$ cat config.mk
export PLATFORM = sky130hd
export DESIGN_NAME = key_debounce_multi_flat
export DESIGN_NICKNAME = d
export VERILOG_FILES = /design/src/rtl/key_debounce_multi_if.sv /design/src/rtl/key_debounce_multi.sv /design/src/flat_wrapper.sv
export SDC_FILE = /design/constraint.sdc
export NUM_CORES = 1
export LEC_CHECK = 0
export CAP_MARGIN = 20
export CELL_PAD_IN_SITES_DETAIL_PLACEMENT = 1
export CELL_PAD_IN_SITES_GLOBAL_PLACEMENT = 1
export CORE_MARGIN = 2
export CORE_UTILIZATION = 30
export DETAILED_ROUTE_END_ITERATION = 16
export PLACE_DENSITY_LB_ADDON = 0.1
export SYNTH_ARGS = -nofsm -noshare
export SYNTH_HDL_FRONTEND = slang
export SYNTH_SLANG_ARGS = --single-unit
$ cat constraint.sdc
create_clock -name clk -period 6.64 [get_ports clk]
set_clock_uncertainty 0.2 [all_clocks]
set_input_delay 1.328 -clock clk [delete_from_list [all_inputs] [get_ports clk]]
set_output_delay 1.328 -clock clk [all_outputs]
set_load 0.01 [all_outputs]
$ cat src/rtl/key_debounce_multi_if.sv
// Key debouncer bus: raw key pins in, debounced level and event pulses out.
//   key_in       : raw asynchronous key pins, bit i = channel i
//   key_state    : debounced level per channel, 1 = pressed
//   press_flag   : one-cycle pulse when a press is accepted
//   release_flag : one-cycle pulse when a release is accepted
//   long_flag    : one-cycle pulse once per press after the long-hold time
// master = the side that owns the pins and consumes the events
// slave  = the debouncer
interface key_debounce_multi_if #(
  parameter int KEY_NUM = 4
);
  logic [KEY_NUM-1:0] key_in;
  logic [KEY_NUM-1:0] key_state;
  logic [KEY_NUM-1:0] press_flag;
  logic [KEY_NUM-1:0] release_flag;
  logic [KEY_NUM-1:0] long_flag;

  modport master (
    output key_in,
    input  key_state,
    input  press_flag,
    input  release_flag,
    input  long_flag
  );

  modport slave (
    input  key_in,
    output key_state,
    output press_flag,
    output release_flag,
    output long_flag
  );
endinterface

$ cat src/rtl/key_debounce_multi.sv
// Multi-channel push-button debouncer. Each channel independently:
//   - synchronises its raw pin through two flops,
//   - accepts a level change only after CNT_MAX+1 consecutive differing samples,
//   - pulses press/release for one cycle on each accepted change,
//   - pulses long once per press after the key has been held LONG_MAX cycles.
// Ports:
//   clk   : system clock, rising edge
//   rst_n : asynchronous active-low reset
//   bus   : key_debounce_multi_if.slave (key_in in; key_state, press_flag,
//           release_flag, long_flag out)
// All outputs are registered; there is no combinational path from key_in.
module key_debounce_multi #(
  parameter int KEY_NUM    = 4,
  parameter int CNT_MAX    = 999_999,
  parameter int LONG_MAX   = 49_999_999,
  parameter int ACTIVE_LOW = 1
) (
  input  logic                  clk,
  input  logic                  rst_n,
  key_debounce_multi_if.slave   bus
);

  // CNT_MAX=0 would give a zero-width counter; keep at least one bit.
  localparam int CW = (CNT_MAX > 0) ? $clog2(CNT_MAX + 1) : 1;
  localparam int HW = $clog2(LONG_MAX + 1);

  localparam logic [CW-1:0] CNT_TOP   = CW'(CNT_MAX);
  localparam logic [HW-1:0] HOLD_TOP  = HW'(LONG_MAX);
  localparam logic [HW-1:0] HOLD_FIRE = HW'(LONG_MAX - 1);
  // Pin level of a released key; sync flops reset to it so reset itself
  // never looks like an edge.
  localparam logic          IDLE      = (ACTIVE_LOW != 0);

  // Saturating increment for the hold counter: once the long-hold time is
  // reached the counter parks at LONG_MAX so the fire compare cannot repeat.
  function automatic logic [HW-1:0] hold_sat_inc(input logic [HW-1:0] h);
    if (h == HOLD_TOP) begin
      return h;
    end
    return h + HW'(1);
  endfunction

  logic [KEY_NUM-1:0] sync_p0;
  logic [KEY_NUM-1:0] sync_p1;
  logic [KEY_NUM-1:0] raw;
  logic [KEY_NUM-1:0] state;
  logic [KEY_NUM-1:0] press;
  logic [KEY_NUM-1:0] rel;
  logic [KEY_NUM-1:0] lng;
  logic [CW-1:0]      cnt  [KEY_NUM];
  logic [HW-1:0]      hcnt [KEY_NUM];

  // ---- Stage: two-flop synchroniser on the raw pins ----
  always_ff @(posedge clk or negedge rst_n) begin
    if (!rst_n) begin
      sync_p0 <= {KEY_NUM{IDLE}};
      sync_p1 <= {KEY_NUM{IDLE}};
    end else begin
      sync_p0 <= bus.key_in;
      sync_p1 <= sync_p0;
    end
  end

  // Normalise polarity so raw=1 always means pressed.
  assign raw = (ACTIVE_LOW != 0) ? ~sync_p1 : sync_p1;

  // ---- Stage: stability filter, debounced level and edge pulses ----
  always_ff @(posedge clk or negedge rst_n) begin
    if (!rst_n) begin
      state <= '0;
      press <= '0;
      rel   <= '0;
      for (int i = 0; i < KEY_NUM; i++) begin
        cnt[i] <= '0;
      end
    end else begin
      press <= '0;
      rel   <= '0;
      for (int i = 0; i < KEY_NUM; i++) begin
        if (raw[i] == state[i]) begin
          // Any agreeing sample restarts filtering, discarding short bounces.
          cnt[i] <= '0;
        end else if (cnt[i] == CNT_TOP) begin
          state[i] <= raw[i];
          cnt[i]   <= '0;
          press[i] <= raw[i];
          rel[i]   <= ~raw[i];
        end else begin
          cnt[i] <= cnt[i] + CW'(1);
        end
      end
    end
  end

  // ---- Stage: hold timer and long-press pulse ----
  // hcnt counts edges since key_state rose; comparing against LONG_MAX-1
  // makes long_flag appear exactly LONG_MAX edges after acceptance.
  always_ff @(posedge clk or negedge rst_n) begin
    if (!rst_n) begin
      lng <= '0;
      for (int i = 0; i < KEY_NUM; i++) begin
        hcnt[i] <= '0;
      end
    end else begin
      for (int i = 0; i < KEY_NUM; i++) begin
        if (!state[i]) begin
          hcnt[i] <= '0;
        end else begin
          hcnt[i] <= hold_sat_inc(hcnt[i]);
        end
        lng[i] <= state[i] && (hcnt[i] == HOLD_FIRE);
      end
    end
  end

  assign bus.key_state    = state;
  assign bus.press_flag   = press;
  assign bus.release_flag = rel;
  assign bus.long_flag    = lng;

endmodule
$ cat src/flat_wrapper.sv
// flat-port wrapper written by rule: the top's interface ports become plain ports
module key_debounce_multi_flat 
#(
  parameter int KEY_NUM    = 4,
  parameter int CNT_MAX    = 999_999,
  parameter int LONG_MAX   = 49_999_999,
  parameter int ACTIVE_LOW = 1
)
  (clk, rst_n, bus_key_in, bus_key_state, bus_press_flag, bus_release_flag, bus_long_flag);
  key_debounce_multi_if #(.KEY_NUM(KEY_NUM)) bus_i ();
  input  logic clk;
  input  logic rst_n;
  input wire logic [$bits(bus_i.key_in)-1:0] bus_key_in;
  output wire logic [$bits(bus_i.key_state)-1:0] bus_key_state;
  output wire logic [$bits(bus_i.press_flag)-1:0] bus_press_flag;
  output wire logic [$bits(bus_i.release_flag)-1:0] bus_release_flag;
  output wire logic [$bits(bus_i.long_flag)-1:0] bus_long_flag;
  assign bus_i.key_in = bus_key_in;
  assign bus_key_state = bus_i.key_state;
  assign bus_press_flag = bus_i.press_flag;
  assign bus_release_flag = bus_i.release_flag;
  assign bus_long_flag = bus_i.long_flag;
  key_debounce_multi #(.KEY_NUM(KEY_NUM), .CNT_MAX(CNT_MAX), .LONG_MAX(LONG_MAX), .ACTIVE_LOW(ACTIVE_LOW)) u_core (.clk(clk), .rst_n(rst_n), .bus(bus_i));
endmodule
==> results of run 1 <==
==> registers in the layout (all words and copies together) (netlist names) <==
name                     cells
u_core.hcnt                104
u_core.cnt                  80
u_core.sync_p1               4
u_core.bus.key_state         4
u_core.bus.release_flag      4
u_core.sync_p0               4
u_core.bus.long_flag         4
u_core.bus.press_flag        4
==> kinds of logic (layout without fill, tap and decap cells) <==
logic type / count (synthesis) / after routing / share of synthesized area [%]
and+or+nand+nor: 533 / 533 / 27.3
DFF: 208 / 208 / 52.7
AOI/OAI and AO/OA: 48 / 48 / 2.81
xor gates and xnor gates: 149 / 149 / 13.2
buffers and inverters: 45 / 95 / 1.82
adders and majority gates: 12 / 12 / 1.52
muxes: 7 / 7 / 0.708
==> layout by cell type, fill, tap and decap left out, types with 3 or more instances in the layout <==
cell type          n
ha_1              12
bufinv_16          3
a31oi_1            8
nand3_1           71
o21a_1             5
nand4_1           56
mux2i_1            7
clkinv_2           6
and2_1             9
or2_2              3
nor2_1           188
o31ai_1            3
a21oi_1           12
buf_4              3
nand2b_1           6
clkdlybuf4s50_1   20
clkbuf_8           5
nor3_1            29
xnor2_1           57
xor2_1            92
o21ai_0           18
nor4_1            13
clkbuf_1           6
or3_1             10
nor4bb_1           3
nand2_1           68
dfstp_2            8
or4_1              3
inv_1             23
and3_1            40
clkbuf_16         27
dfrtp_1          200
and4_1             7
nor4_2             3
nor4b_1            5
==> synth_stat cells, drive strengths merged (5+ instances only) <==
library cell / instances / area [µm²]
xor2: 92 / 806
clkbuf: 18 / 67.6
nand4: 56 / 350
and3: 40 / 250
dfrtp: 200 / 5000
nor4b: 5 / 43.8
or3: 11 / 73.8
xnor2: 57 / 499
ha: 12 / 150
inv: 23 / 86.3
nand3: 71 / 355
nand2b: 6 / 37.5
o21a: 5 / 37.5
mux2i: 7 / 70.1
dfstp: 8 / 210
nor2: 188 / 706
nor4: 17 / 140
a31oi: 8 / 50.1
and2: 9 / 56.3
nand2: 68 / 255
a21oi: 12 / 60.1
nor3: 31 / 165
or4: 5 / 40.0
o21ai: 18 / 90.1
and4: 7 / 61.3
==> stage by stage <==
stage | hold WS, ns | cell area, µm² | cells | util (%) | worst slack (ns)
4_1_cts | 0.159 | 11500 | 1494 | 35.4 | 3.23
3_3_place_gp | 0.146 | 10600 | 1447 | 32.6 | 3.84
5_1_grt | 0.162 | 11500 | 1494 | 35.4 | 3.17
6_report | 0.158 | 11500 | 1494 | 35.4 | 3.27
2_1_floorplan | 0.145 | 9900 | 1002 | - | 4.32
3_5_place_dp | 0.150 | 10600 | 1447 | 32.6 | 3.79
==> worst max-delay path by stage <==
stage                             from          endpoint  slack (ns)  cells past startpoint
4_1_cts        u_core.bus.key_state[3]  bus_key_state[3]        3.23                      1
3_3_place_gp   u_core.bus.key_state[3]  bus_key_state[3]        3.84                      1
2_1_floorplan           u_core.hcnt[7]   u_core.hcnt[13]        4.32                      6
5_1_grt        u_core.bus.key_state[3]  bus_key_state[3]        3.17                      1
3_5_place_dp   u_core.bus.key_state[3]  bus_key_state[3]        3.79                      1
6_report       u_core.bus.key_state[3]  bus_key_state[3]        3.27                      1
==> layer usage <==
metal,vias up,wire length (µm)
li1,3509,-
met4,0,447
met5,-,0
met1,3606,11100
met3,27,540
met2,47,10100
==> area by class of cell <==
class / instances / area, µm²
clock buffer: 38 / 767
multi-input combinational: 749 / 4500
inverter: 23 / 86.3
clock inverter: 9 / 120
timing repair buffer: 25 / 258
tap: 442 / 553
fill: 3685 / 21000
sequential: 208 / 5220
==> where the power goes <==
part | internal, W | switching [W] | total [W] | leakage, nW
clock | 0.000911 | 0.000550 | 0.00146 | 0.442
combinational | 0.0000110 | 0.0000385 | 0.0000495 | 1.33
sequential | 0.00128 | 0.00000840 | 0.00129 | 2.87
==> results.yml, run 1 <==
clocking:
  cts_max_level: 1
  ctsHoldBuffers: 0
  clock_latency_ns: 0.53
  ctsResizeCount: 0
  cts_setup_buffers: 0
  clk_pin_slew_ns: 0.06
  cts_tree: "yes"
  clock-sinks: 208
  numCtsBuffers: 26
  root_buffer: "clkbuf_16"
  clk_path_buf_depth: 3
outcome:
  status: "complete, no violations"
yosys:
  synthCells: 1002
  async_reset_ff_share_pct: 100
  synth_edf_count: 0
  ys_seq_area_share_pct: 52.7
  postSynthAreaPerCell_um2: 9.88
  synth_fp_nets: 1020
  ys_warn_count: 0
  synth_area_um2: 9900
  synthFlopType: "dfrtp_1"
  ys_types: 46
  synth_seq_cells: 208
sta:
  setup_viol: 0
  hold_viol_final: 0
  relSlewSlack_pct: 31.1
  max_freq_ghz: 0.297
  finalCritPeriodShare_pct: 50.7
  finalSetupTns_ns: 0
  tightest_slew_ns: 1.02
  maxSlewViolCount: 0
  period_needed_ns: 3.37
  rsz0062_at_grt: "no"
finish:
  n_antenna_cell: 0
  drive_above_1_share_pct: 6.56
  fin_nets: 1051
  syn_to_final_growth_pct: 16.2
drt:
  wl_per_cell_um: 14.9
  vias: 7189
  drc: 0
  wirelength_um: 22200
  dr.pass1.iters: 4
  drt-initial-drc-count: 241
  ant_nets: 0
  viasPerCell: 4.81
pwr:
  pwr_density_cell_nw_per_um2: 243
  power_leakage_nw: 4.64
  finalPower_w: 0.00280
  peakVddDrop_mv: 0.176
placement:
  hpwl_um: 14100
  gp_congestion: 0.706
  portBuffers: 21
setup_path:
  reg2reg_slack_ns: 4.06
  path_cells: "clkdlybuf4s50_1"
  cp-start-kind: "flop"
  endpoint_kind: "primary output"
  rr_endpoint: "u_core.hcnt[50]"
  cp.arrival_ns: 1.84
  crit_path_top_delay_cell: "clkdlybuf4s50_1"
  cp.required_ns: 5.11
  crit_fanout: 14
  r2r_cells: 6
  critical-path-top-delay-family: "buffers and inverters"
  rr_startpoint: "u_core.hcnt[26]"
  critPathBufInv: 1
  criticalPathCategory: "reg2out"
  max_stage_delay_ns: 0.67
die:
  die_h_um: 186
  die_w_um: 186
  rows: 66
  die_area_um2: 34500
  core-area_um2: 32500
  start_util_pct: 30.4
  io-pin-count: 22
worst_hold_path:
  min_path_cells: 0
  min_from: "u_core.sync_p0[2]"
  hp-class: "reg2reg"
  min_to: "u_core.sync_p1[2]"
global_route:
  grt_util_met1_pct: 19.2
  grtUsageMet3_pct: 2.15
  track_usage_pct: 13.6
  grt_pass1_vias: 7659
  antenna_found_initial: 0
  grt_pass1_wl_um: 38800
  grt-ovfl-total: 0
  grt_start_max_net_pins: 107
  grt_use_met2_pct: 22.1
  busiest_layer: "met2"
run:
  cap_violations: 0
Note: power is estimated with default switching activity, not from simulation.
==> run 2: changes to the inputs <==
clock period = 3.1 ns   (was 6.64 ns; I/O delays follow)
==> run 2 against run 1 <==
Design area increased by 0.54%. Register-to-register slack got worse by 3.5 ns. Highest routed layer unchanged. Core utilization is 0.19 points higher.
==> results.yml, run 2 (synthesized netlist as in run 1, its figures left out) <==
drt:
  vias: 7110
  dr.pass1.iters: 4
  drc: 0
  ant_nets: 0
  drt-initial-drc-count: 322
  wirelength_um: 21800
  viasPerCell: 4.71
  wl_per_cell_um: 14.5
pwr:
  pwr-share-comb_pct: 2.0
  switching_share_pct: 21.8
  clkPwrFrac_pct: 50.5
  p_int_w: 0.00454
  power_leakage_nw: 4.68
  peakVddDrop_mv: 0.361
  pwr_density_cell_nw_per_um2: 501
  switching_power_w: 0.00126
  seq_power_share_pct: 47.5
placement:
  gp_congestion: 0.727
  hpwl_um: 14500
  portBuffers: 21
  placed_cells: 1460
worst_hold_path:
  hp-class: "reg2reg"
  min_path_cells: 0
  min_to: "u_core.sync_p1[3]"
  min_from: "u_core.sync_p0[3]"
sta:
  finalCritPeriodShare_pct: 82.6
  period_needed_ns: 2.56
  setup_viol: 0
  rsz0062_at_grt: "no"
  maxSlewViolCount: 0
  hold_viol_final: 0
  tightest_slew_ns: 0.846
  max_freq_ghz: 0.391
  finalSetupTns_ns: 0
  relSlewSlack_pct: 43.0
setup_path:
  path_cells: "clkdlybuf4s50_1"
  crit_fanout: 14
  critical-path-top-delay-family: "buffers and inverters"
  crit_path_top_delay_cell: "clkdlybuf4s50_1"
  rr_endpoint: "u_core.hcnt[79]"
  critPathBufInv: 1
  criticalPathCategory: "reg2out"
  cp.required_ns: 2.28
  r2r_cells: 5
  reg2reg_slack_ns: 0.59
  cp.arrival_ns: 1.74
  endpoint_kind: "primary output"
  max_stage_delay_ns: 0.62
  cp-start-kind: "flop"
  rr_startpoint: "u_core.hcnt[94]"
finish:
  syn_to_final_growth_pct: 16.8
  largestRegisters: "u_core.hcnt: 104 flops, u_core.cnt: 80 flops"
  drive_above_1_share_pct: 7.60
  layout_commonest_cell: "dfrtp_1"
  layout.cells.non_filler: 1508
  largest_reg_flops: 104
  largest-register: "u_core.hcnt"
  n_antenna_cell: 0
  fin_nets: 1065
  most-common-layout-cells: "200 x dfrtp_1, 188 x nor2_1, 92 x xor2_1"
die:
  die_h_um: 186
  die_w_um: 186
  start_util_pct: 30.4
  rows: 66
  core-area_um2: 32500
  die_area_um2: 34500
  io-pin-count: 22
global_route:
  track_usage_pct: 13.5
  grt_pass1_vias: 7616
  antenna_found_initial: 0
  grt_start_max_net_pins: 60
  grt_pass1_wl_um: 38700
  grt-ovfl-total: 0
clocking:
  clk_pin_slew_ns: 0.06
  clock-sinks: 208
  numCtsBuffers: 26
  cts_setup_buffers: 0
  cts_max_level: 1
  clk_path_buf_depth: 3
  root_buffer: "clkbuf_16"
  clock_latency_ns: 0.52
  ctsResizeCount: 0
  cts_tree: "yes"
run:
  cap_violations: 0
outcome:
  status: "complete, no violations"
==> run 2: cell count changes in the layout (fill, tap and decap cells not counted) <==
cell / delta
buf_12: +1
buf_4: +12
bufinv_16: -2
clkbuf_1: +1
clkbuf_8: -1
clkinv_2: +1
clkinvlp_4: +1
dlygate4sd3_1: +1
==> run 2: layer usage <==
metal / routed length [µm] / part of all wire [%] / global-route usage, % / vias up
li1: - / - / - / 3531
met1: 11000 / 51 / 19.2 / 3498
met2: 9730 / 45 / 21.6 / 52
met3: 690 / 3.2 / 2.17 / 29
met4: 373 / 1.7 / 3.31 / 0
met5: 0 / 0 / 0 / -
==> run 2: area by class of cell <==
type / instances / area (µm²)
Fill cell: 3731 / 21000
Sequential cell: 208 / 5220
Multi-Input combinational cell: 749 / 4500
Clock buffer: 38 / 757
Tap cell: 442 / 553
Timing Repair Buffer: 39 / 378
Inverter: 23 / 86.3
Clock inverter: 9 / 72.6
==> run 2: power by group through the flow <==
stage,Sequential [W],Combinational [W],Clock (W)
floorplan,0.00280,0.0000352,0
detailed placement,0.00280,0.000124,0
global route,0.00276,0.000137,0.00316
finish,0.00276,0.000116,0.00293
CTS,0.00276,0.000126,0.00307
global placement,0.00280,0.000124,0
==> run 2: worst max-delay path by stage <==
| stage | to | cells past startpoint | slack, ns | startpoint |
|---|---|---|---|---|
| 2_1_floorplan | u_core.hcnt[13] | 6 | 0.78 | u_core.hcnt[7] |
| 3_3_place_gp | u_core.hcnt[79] | 5 | 0.62 | u_core.hcnt[94] |
| 3_5_place_dp | u_core.hcnt[79] | 5 | 0.60 | u_core.hcnt[94] |
| 4_1_cts | bus_key_state[2] | 1 | 0.45 | u_core.bus.key_state[2] |
| 5_1_grt | u_core.hcnt[81] | 5 | 0.39 | u_core.hcnt[94] |
| 6_report | bus_key_state[2] | 1 | 0.54 | u_core.bus.key_state[2] |
==> run 2: through the flow <==
step | util, % | cell area, µm² | hold WS [ns] | setup WS, ns | power (W)
after floorplan | - | 9900 | 0.124 | 0.780 | 0.00284
after global placement | 33.0 | 10700 | 0.146 | 0.621 | 0.00293
after detailed placement | 33.0 | 10700 | 0.147 | 0.600 | 0.00293
after CTS | 35.5 | 11600 | 0.156 | 0.451 | 0.00595
after global routing | 35.5 | 11600 | 0.161 | 0.391 | 0.00606
final | 35.5 | 11600 | 0.155 | 0.539 | 0.00580
==> run 2: what timing repair did <==
action | CTS | global route
setup endpoints to repair | 0 | 0
hold endpoints to repair | 47 | 0
hold buffers | 1 | 0
